[config.mk]
export PLATFORM = sky130hd
export DESIGN_NAME = t05_spi_bit_packer
export DESIGN_NICKNAME = d
export VERILOG_FILES = /design/src/rtl/t05_spi_bit_packer.sv
export SDC_FILE = /design/constraint.sdc
export NUM_CORES = 1
export LEC_CHECK = 0
export ABC_AREA = 1
export BUFFER_PORTS_ARGS = -buffer_cell sky130_fd_sc_hd__buf_4
export CAP_MARGIN = 20
export CELL_PAD_IN_SITES_DETAIL_PLACEMENT = 0
export CELL_PAD_IN_SITES_GLOBAL_PLACEMENT = 1
export CORE_ASPECT_RATIO = 0.7
export CORE_MARGIN = 4
export CORE_UTILIZATION = 50
export CTS_CLUSTER_DIAMETER = 80
export DETAILED_ROUTE_END_ITERATION = 8
export HOLD_SLACK_MARGIN = 0.15
export MAX_ROUTING_LAYER = met4
export PLACE_DENSITY_LB_ADDON = 0.05
export SYNTH_ARGS = -nofsm -noshare
export SYNTH_HDL_FRONTEND = slang
export SYNTH_SLANG_ARGS = --single-unit
export TNS_END_PERCENT = 50
[constraint.sdc]
create_clock -name clk -period 5.5 [get_ports clk]
set_clock_uncertainty 0.05 [all_clocks]
set_input_delay 0.825 -clock clk [delete_from_list [all_inputs] [get_ports clk]]
set_output_delay 0.825 -clock clk [all_outputs]
set_load 0.03 [all_outputs]
[src/rtl/t05_spi_bit_packer.sv]
// MSB-first bit packer, byte FIFO and SPI mode-0 master for the compression output stage.
// Define T05_SPI_BITCOUNT_EN to append a 32-bit accepted-bit count trailer on flush.
module t05_spi_bit_packer #(
  parameter int unsigned CLK_DIV    = 4,
  parameter int unsigned FIFO_DEPTH = 4,
  parameter logic [3:0]  HS_STATE   = 4'd5,
  parameter logic [3:0]  TL_STATE   = 4'd6
) (
  input  logic       clk,
  input  logic       rst,
  input  logic [3:0] en_state,
  input  logic       writeBit_HS,
  input  logic       writeEn_HS,
  input  logic       writeBit_TL,
  input  logic       writeEn_TL,
  input  logic       flush,
  output logic       bit_ready,
  output logic       sclk,
  output logic       mosi,
  output logic       cs_n,
  output logic       overflow,
  output logic       fin_state
);
  localparam int AW = $clog2(FIFO_DEPTH);
  localparam int TW = (CLK_DIV > 1) ? $clog2(CLK_DIV) : 1;
  localparam logic [TW-1:0] T_LAST = TW'(CLK_DIV - 1);

  typedef enum logic [2:0] {
    S_IDLE, S_LOAD, S_LOW, S_HIGH, S_GAP
  } spi_st_t;

  logic [7:0]  pk_sh;
  logic [2:0]  pk_cnt;
  logic [7:0]  mem [FIFO_DEPTH];
  logic [AW:0] wr_ptr, rd_ptr;
  logic        fifo_full, fifo_empty;
  logic        sel_v, sel_b, acc;
  logic        push, pop;
  logic [7:0]  push_data, rd_data, pad_byte;
  logic        fl_pend, fl_done, fl_req;
  logic        svc_pad, svc_done;
  spi_st_t     st;
  logic [TW-1:0] tmr;
  logic        t_end;
  logic [2:0]  bcnt;
  logic [6:0]  tx_sh;

`ifdef T05_SPI_BITCOUNT_EN
  logic [31:0] bit_total, trl_word;
  logic [2:0]  trl_idx;
  logic [7:0]  trl_byte;
  logic        svc_trl;
  assign trl_word = bit_total >> {~trl_idx[1:0], 3'b000};
  assign trl_byte = trl_word[7:0];
`endif

  always_comb begin
    sel_v = 1'b0;
    sel_b = 1'b0;
    unique case (1'b1)
      (en_state == HS_STATE): begin
        sel_v = writeEn_HS;
        sel_b = writeBit_HS;
      end
      (en_state == TL_STATE): begin
        sel_v = writeEn_TL;
        sel_b = writeBit_TL;
      end
      default: ;
    endcase
  end

  assign fifo_empty = (wr_ptr == rd_ptr);
  assign fifo_full  = (wr_ptr[AW] != rd_ptr[AW]) &&
                      (wr_ptr[AW-1:0] == rd_ptr[AW-1:0]);
  assign bit_ready  = !fifo_full || (pk_cnt != 3'd7);
  assign acc        = sel_v && bit_ready;
  assign fl_req     = flush || fl_pend;
  assign pad_byte   = pk_sh << (4'd8 - {1'b0, pk_cnt});
  assign rd_data    = mem[rd_ptr[AW-1:0]];
  assign t_end      = (tmr == T_LAST);
  assign pop        = !fifo_empty &&
                      ((st == S_IDLE) || (st == S_GAP && t_end));

  // An incoming bit always wins the push slot; flush work waits for a quiet cycle.
  always_comb begin
    push      = 1'b0;
    push_data = {pk_sh[6:0], sel_b};
    svc_pad   = 1'b0;
    svc_done  = 1'b0;
`ifdef T05_SPI_BITCOUNT_EN
    svc_trl   = 1'b0;
`endif
    if (acc) begin
      push = (pk_cnt == 3'd7);
    end else if (fl_req) begin
      if (pk_cnt != 3'd0) begin
        push      = !fifo_full;
        push_data = pad_byte;
        svc_pad   = !fifo_full;
      end
`ifdef T05_SPI_BITCOUNT_EN
      else if (trl_idx != 3'd4) begin
        push      = !fifo_full;
        push_data = trl_byte;
        svc_trl   = !fifo_full;
      end
`endif
      else begin
        svc_done = 1'b1;
      end
    end
  end

  always_ff @(posedge clk or posedge rst) begin
    if (rst) begin
      pk_sh     <= '0;
      pk_cnt    <= '0;
      fl_pend   <= 1'b0;
      fl_done   <= 1'b0;
      overflow  <= 1'b0;
      fin_state <= 1'b0;
`ifdef T05_SPI_BITCOUNT_EN
      bit_total <= '0;
      trl_idx   <= '0;
`endif
    end else begin
      if (sel_v && !bit_ready) overflow <= 1'b1;
      if (fl_done && fifo_empty && st == S_IDLE) fin_state <= 1'b1;
      if (acc) begin
        pk_sh     <= {pk_sh[6:0], sel_b};
        pk_cnt    <= pk_cnt + 3'd1;
        fl_done   <= 1'b0;
        fin_state <= 1'b0;
`ifdef T05_SPI_BITCOUNT_EN
        bit_total <= bit_total + 32'd1;
`endif
      end
      if (flush) begin
        fl_pend <= 1'b1;
        fl_done <= 1'b0;
      end
      if (svc_pad) pk_cnt <= '0;
`ifdef T05_SPI_BITCOUNT_EN
      if (svc_trl) trl_idx <= trl_idx + 3'd1;
      if (svc_done) trl_idx <= '0;
`endif
      if (svc_done) begin
        fl_pend <= 1'b0;
        fl_done <= 1'b1;
      end
    end
  end

  always_ff @(posedge clk or posedge rst) begin
    if (rst) begin
      wr_ptr <= '0;
      rd_ptr <= '0;
    end else begin
      if (push) wr_ptr <= wr_ptr + 1'b1;
      if (pop)  rd_ptr <= rd_ptr + 1'b1;
    end
  end

  always_ff @(posedge clk) begin
    if (push) mem[wr_ptr[AW-1:0]] <= push_data;
  end

  always_ff @(posedge clk or posedge rst) begin
    if (rst) begin
      st    <= S_IDLE;
      tmr   <= '0;
      bcnt  <= '0;
      tx_sh <= '0;
      sclk  <= 1'b0;
      mosi  <= 1'b0;
      cs_n  <= 1'b1;
    end else begin
      tmr <= t_end ? '0 : tmr + 1'b1;
      unique case (st)
        S_IDLE: begin
          tmr <= '0;
          if (pop) begin
            st    <= S_LOAD;
            tx_sh <= rd_data[6:0];
            mosi  <= rd_data[7];
            cs_n  <= 1'b0;
            bcnt  <= '0;
          end
        end
        S_LOAD, S_LOW: begin
          if (t_end) begin
            st   <= S_HIGH;
            sclk <= 1'b1;
          end
        end
        S_HIGH: begin
          if (t_end) begin
            sclk <= 1'b0;
            if (bcnt == 3'd7) begin
              st   <= S_GAP;
              cs_n <= 1'b1;
              mosi <= 1'b0;
            end else begin
              st    <= S_LOW;
              bcnt  <= bcnt + 3'd1;
              mosi  <= tx_sh[6];
              tx_sh <= {tx_sh[5:0], 1'b0};
            end
          end
        end
        S_GAP: begin
          if (t_end) begin
            if (pop) begin
              st    <= S_LOAD;
              tx_sh <= rd_data[6:0];
              mosi  <= rd_data[7];
              cs_n  <= 1'b0;
              bcnt  <= '0;
            end else begin
              st <= S_IDLE;
            end
          end
        end
        default: st <= S_IDLE;
      endcase
    end
  end
endmodule

**After elaboration in Yosys (flattened, before gate mapping)**

Memories as Yosys holds them, arrays and structs flattened.
Cells that the tools add are included.

- Register bits: 39
- RAM bits: 32
- Input bits: 11
- Output and inout port bits: 6
- Memories kept: 1

- $add $sub $neg: 6
- Equal/unequal tests: 19
- Shift-type cells: 1
- Mux-type cells: 55
- Reduce and logical (&&, ||, !) cells: 27

Memories:

| name | depth | bits a word | rd ports | clocked after memory_dff | wr ports | RTL line | source |
|---|---|---|---|---|---|---|---|
| mem | 4 | 8 | 1 | 0 | 1 | 34 | `logic [7:0] mem [FIFO_DEPTH];` |

Operators with widths:

| operator | count |
|---|---|
| $mux 3 | 11 |
| $mux 7 | 4 |
| $mux 1 | 27 |
| $mux 8 | 3 |
| $pmux 7 s3 | 1 |
| $add 3x1->3 const B | 4 |
| $ne 2x2->1 const B | 6 |
| $pmux 3 s4 | 1 |
| $reduce_and 4->1 | 3 |
| $eq 3x3->1 const B | 3 |
| $pmux 3 s3 | 1 |
| $reduce_bool 3->1 | 3 |
| $eq 4x3->1 const B | 2 |
| $reduce_bool 2->1 | 4 |
| $shl 8x4->8 | 1 |
| $logic_and 1x1->1 | 7 |
| $eq 3x2->1 const B | 2 |
| $pmux 1 s2 | 3 |
| $pmux 1 s3 | 2 |
| $reduce_and 3->1 | 2 |
| $mux 2 | 2 |
| $sub 4x3->4 const A | 1 |
| $eq 3x1->1 const B | 1 |
| $eq 3x3->1 | 1 |
| 9 further kinds | 13 |

**Depth between registers and ports, before layout**

- Depth in word-level cells: 8
- Mapped depth: 11
- Gate-level depth less buffers: 10

**Worst setup path before layout**

Ideal clock, no wire load.

- Path type: input -> register
- Start: in en_state[2]
- End: mem mem[0][0], enable pin
- Setup time: 0.371 ns
- Arrival: 1.965 ns
- Data required time: 5.079 ns
- Path slack: 3.115 ns
- Cell stages on the path: 8
- Path buffers: 0
- Path through: inv_1 nor2_1 nand4_1 nand2_1 nand2_4 nand2_1 nand2_1 nor2_1

- Longest elaborated chain between the ends: 6
- Elaborated cells between the ends (all ways): 7
- Classes of those cells: 2 x eq/ne; 4 x mux; 1 x reduce/logical

Ends and longest elaborated chain:

| item | RTL line | source |
|---|---|---|
| start: declaration | 11 | `input logic [3:0] en_state,` |
| $eq 4x3->1 (on tied branches) | 65, 61 |  |
| $pmux 1 s2 (*) | 60 | `unique case (1'b1)` |
| $logic_and 1x1->1 (*) | 77 | `assign acc = sel_v && bit_ready;` |
| $mux 1 (*) | 94 | `if (acc) begin` |
| $mux 1 (*) | 166 | `if (push) mem[wr_ptr[AW-1:0]] <= push_data;` |
| $mux 1 (not written as such) (*) | 166 |  |
| end: declaration | 34 |  |

Mark *: on every way between the ends. The rest lies on a longest branch, timed or not.

**Worst setup path in the final report**

- Start: reg pk_cnt[0]
- End: mem mem[2][0], enable pin

- Longest elaborated chain between the ends: 6
- Elaborated cells between the ends (all ways): 10
- Classes of those cells: 2 x eq/ne; 5 x mux; 3 x reduce/logical

Ends and longest elaborated chain:

| item | RTL line | source |
|---|---|---|
| start: declaration | 33 | `logic [2:0] pk_cnt;` |
| start signal: assignment | 132 | `pk_cnt <= pk_cnt + 3'd1;` |
| $reduce_bool 3->1 / $ne 3x3->1 (equally long branches) | 97, 76 |  |
| $mux 1 / $logic_or 1x1->1 (equally long branches) | 97, 76 |  |
| $mux 1 / $logic_and 1x1->1 (equally long branches) | 96, 77 |  |
| $mux 1 (*) | 94 |  |
| $mux 1 (*) | 166 |  |
| $mux 1 (not written as such) (*) | 166 |  |

Marked as above.

==> impl_summary.txt <==
----------------------------------------------------
[Pwr]
  Register share of total power ... 0.371
  Combinational cell fraction of total power ... 0.442
  LEAKAGE ... 2.06 nW
  Internal power consumption ... 1.34 mW
  Areal power density over the cells ... 571 nW/um^2
  Overall power after layout ... 2.40 mW
  Switching Power ... 1.06 mW
  VDD IR-drop max ... 0.000277 V
  Net switching share of the total power ... 0.441
  Clock power frac ... 0.187

[Floorplan]
  Placeable core area ... 7350 sq um
  Die Y ... 81.2 um
  Count of standard-cell rows ... 26
  DIE AREA ... 9140 sq um
  Number of primary I/O pins ... 17
  Die Width ... 113 um
  Initial core utilization ... 0.520

[Clock network]
  Count of clock tree sinks ... 71
  CTS Hold Buffers Added ... 0
  Root Buffer ... sky130_fd_sc_hd__clkbuf_8
  Number of buffers inserted during clock tree synthesis ... 9
  Number of H-tree levels ... 3
  Bufs on Longest Clock Path ... 2
  Number of gates resized after cts ... 0
  Clock tree from TritonCTS ... done
  Number of buffers inserted by post-CTS setup repair ... 0
  Clock-pin slew reported for the worst setup and hold paths after clock tree synthesis ... 0.08 ns
  Clk_lat worst skew ... 0.34 ns

[Timing]
  Worst Max-Slew Pin Slew ... 0.794 ns
  Post-Route Setup TNS ... 0 ns
  Final critical-path required period ... 3.13 ns
  Worst rel slew slack ... 0.470
  Unrepaired setup endpoints after global routing ... false
  Peak clock frequency supported by timing ... 320 MHz
  Crit share post-route ... 0.569
  Minimum hold slack ... 0.394 ns
  Number of setup violations in the final report ... 0
  Slew Viols, Final ... 0
  Final hold violation count ... 0

[Global route]
  Antenna violations before repair ... 0
  Pin count of the biggest net entering global routing ... 40
  Wire length of the first global-routing pass ... 13.9 mm
  Total grt overflow ... 0
  Via count of the first global-routing pass ... 2752
  Global-route usage over all layers ... 0.200

[Yosys]
  Fraction of registers with async set/reset ... 0.549
  Synth area leaders ... sky130_fd_sc_hd__edfxtp_1, sky130_fd_sc_hd__dfrtp_1, sky130_fd_sc_hd__nand2_1, sky130_fd_sc_hd__inv_1, sky130_fd_sc_hd__nand3_1
  Synthesized netlist cell count ... 458
  Synthesized cell area ... 3830 sq um
  Top_reg_cell synth ... sky130_fd_sc_hd__dfrtp_1
  Number of library cell types mapped by synthesis ... 33
  Top-area cell type share of the netlist area ... 0.251
  Synthesized Nets ... 481
  Cell taking the most area after synthesis ... sky130_fd_sc_hd__edfxtp_1
  Post-synthesis sequential area ratio ... 0.507
  Yosys warnings ... 0
  Number of synthesized flops with an enable pin ... 32
  Number of storage elements in the synthesis netlist ... 71
  Post-Synthesis Mean Instance Area ... 8.35 sq um

[Min path]
  Tightest Hold Check Type ... reg -> reg

[Detailed routing]
  DRC violation total after the first TritonRoute iteration ... 227
  Number of detailed-routing iterations run before antenna repair ... 4
  Routed vias ... 2930
  Post-route DRC violation count ... 0
  DRT antenna net count ... 0
  Final WL ... 8.10 mm
  Vias per inst ... 5.08
  Routed WL per cell ... 14.0 um

[Status]
  Outcome ... finished clean

[Worst setup path]
  Data required time at the worst endpoint ... 5.42 ns
  Worst path slowest cell ... sky130_fd_sc_hd__dfrtp_1
  Largest delay share family, worst path ... simple AND/OR/NAND/NOR gates
  Most used cell along the critical path ... sky130_fd_sc_hd__nand2_1
  Worst setup EP type ... flop
  Buf/Inv on CP ... 1
  Startpoint kind of the worst setup timing path ... flop
  Critical Path Fanout Max ... 15
  Delay of the slowest cell on the worst path ... 0.62 ns
  Signal arrival time at the worst endpoint ... 3.05 ns
  Class of the most critical setup path ... reg -> reg
  Cells along the critical path ... inv_2 > ha_1 > ha_1 > nor2_1 > nand2_1 > nand2_1 > nand2_1 > nor2_1

[Finish]
  Synthesis-to-finish area growth ... 9.65%
  Non-filler instance count after layout ... 577
  Util after Layout ... 0.571
  Final nets ... 497
  Antenna diode count ... 0
  Proportion of layout cells with a drive suffix above 1 ... 0.109
  Layout filler cell count ... 695

[Flow run]
  Max capacitance violation total ... 0

[Placed design]
  Count of input and output buffers ... 16
  Placed Instances ... 561
  Placer's final routability congestion estimate ... 0.919
  Estimated wirelength of the detail-placed design ... 5.84 mm

----------------------------------------------------
==> metrics by stage <==
stage | setup slack, ns | cell area (sq um)
after floorplan | 3.11 | 3830
after global placement | 2.62 | 3990
after detailed placement | 2.44 | 3990
after CTS | 2.43 | 4200
after global routing | 2.15 | 4200
final | 2.37 | 4200
==> area by class of cell <==
cell class,instances,area (sq um),area share
Inverter,69,259,0.0617
Sequential cell,71,1940,0.462
Timing Repair Buffer,17,128,0.0304
Multi-Input combinational cell,306,1540,0.367
Clock inverter,7,86.3,0.0206
Tap cell,98,123,0.0292
Clock buffer,9,124,0.0295
==> cell families after synthesis <==
logic type | count (synthesis) | share of synthesized area
buf+inv | 81 | 0.0916
flops | 71 | 0.507
fa+ha+maj | 12 | 0.0392
compound gates | 41 | 0.0589
simple gates | 249 | 0.290
xor+xnor | 4 | 0.0141
==> power by group through the flow <==
stage | sequential, mW | clock, mW | combinational [mW]
6_report | 0.889 | 0.449 | 1.06
3_5_place_dp | 0.897 | 0 | 1.05
2_1_floorplan | 0.850 | 0 | 0.857
4_1_cts | 0.886 | 0.457 | 1.06
3_3_place_gp | 0.894 | 0 | 1.05
5_1_grt | 0.911 | 0.479 | 1.22
==> registers in the layout (all words and copies together) (netlist names), 2 cells and up <==
| name | count |
|---|---|
| bcnt | 3 |
| mem | 32 |
| pk_cnt | 3 |
| pk_sh | 8 |
| rd_ptr | 3 |
| st | 3 |
| tmr | 2 |
| tx_sh | 7 |
| wr_ptr | 3 |
==> Yosys cell counts (all sizes together) (3+ instances only) <==
master and instances:
nand2 163, inv 68, nand3 39, dfrtp 38
edfxtp 32, o21ai 31, nor2 27, nand4 16
buf 12, ha 12, o211ai 4, a21oi 3
xor2 3
==> worst reg2reg max path: stages, from the launching register on <==
cell and delay [ns]:
sky130_fd_sc_hd__dfrtp_1 0.62, sky130_fd_sc_hd__inv_2 0.16, sky130_fd_sc_hd__ha_1 0.24, sky130_fd_sc_hd__ha_1 0.21, sky130_fd_sc_hd__nor2_1 0.42, sky130_fd_sc_hd__nand2_1 0.14
sky130_fd_sc_hd__nand2_1 0.19, sky130_fd_sc_hd__nand2_1 0.14, sky130_fd_sc_hd__nor2_1 0.58
==> final timing paths <==
check | startpoint | end | slack (ns) | cells after the start
max reg2reg | pk_cnt[0] | mem[2][0] | 2.37 | 8
max | pk_cnt[0] | mem[2][0] | 2.37 | 8
min | tmr[0] | tmr[0] | 0.39 | 1
max in group asynchronous | rst | pk_sh[3] | 4.45 | 3
min reg2reg | tmr[0] | tmr[0] | 0.39 | 1
min in group asynchronous | rst | st[1] | 0.56 | 3
==> layer usage <==
layer	GRT usage	share of wire	vias up	wire, um
met5	-	0	-	0
met4	0.0516	0.0095	0	77
met3	0.0506	0.064	9	516
met2	0.259	0.39	78	3150
met1	0.306	0.54	1336	4360
li1	-	-	1507	-
==> layout by cell type, fill, tap and decap left out, types with 2 or more instances in the layout <==
cell type / count
sky130_fd_sc_hd__a21oi_1: 2
sky130_fd_sc_hd__buf_4: 17
sky130_fd_sc_hd__bufinv_16: 2
sky130_fd_sc_hd__clkbuf_8: 9
sky130_fd_sc_hd__clkinv_1: 3
sky130_fd_sc_hd__clkinv_2: 2
sky130_fd_sc_hd__dfrtp_1: 38
sky130_fd_sc_hd__edfxtp_1: 32
sky130_fd_sc_hd__ha_1: 12
sky130_fd_sc_hd__inv_1: 63
sky130_fd_sc_hd__inv_2: 5
sky130_fd_sc_hd__nand2_1: 156
sky130_fd_sc_hd__nand2_2: 5
sky130_fd_sc_hd__nand2_4: 2
sky130_fd_sc_hd__nand3_1: 36
sky130_fd_sc_hd__nand3_4: 2
sky130_fd_sc_hd__nand4_1: 15
sky130_fd_sc_hd__nor2_1: 26
sky130_fd_sc_hd__o211ai_1: 4
sky130_fd_sc_hd__o21ai_0: 23
sky130_fd_sc_hd__o21ai_1: 8
sky130_fd_sc_hd__xor2_1: 3
Power figures use the tool's default switching activity.
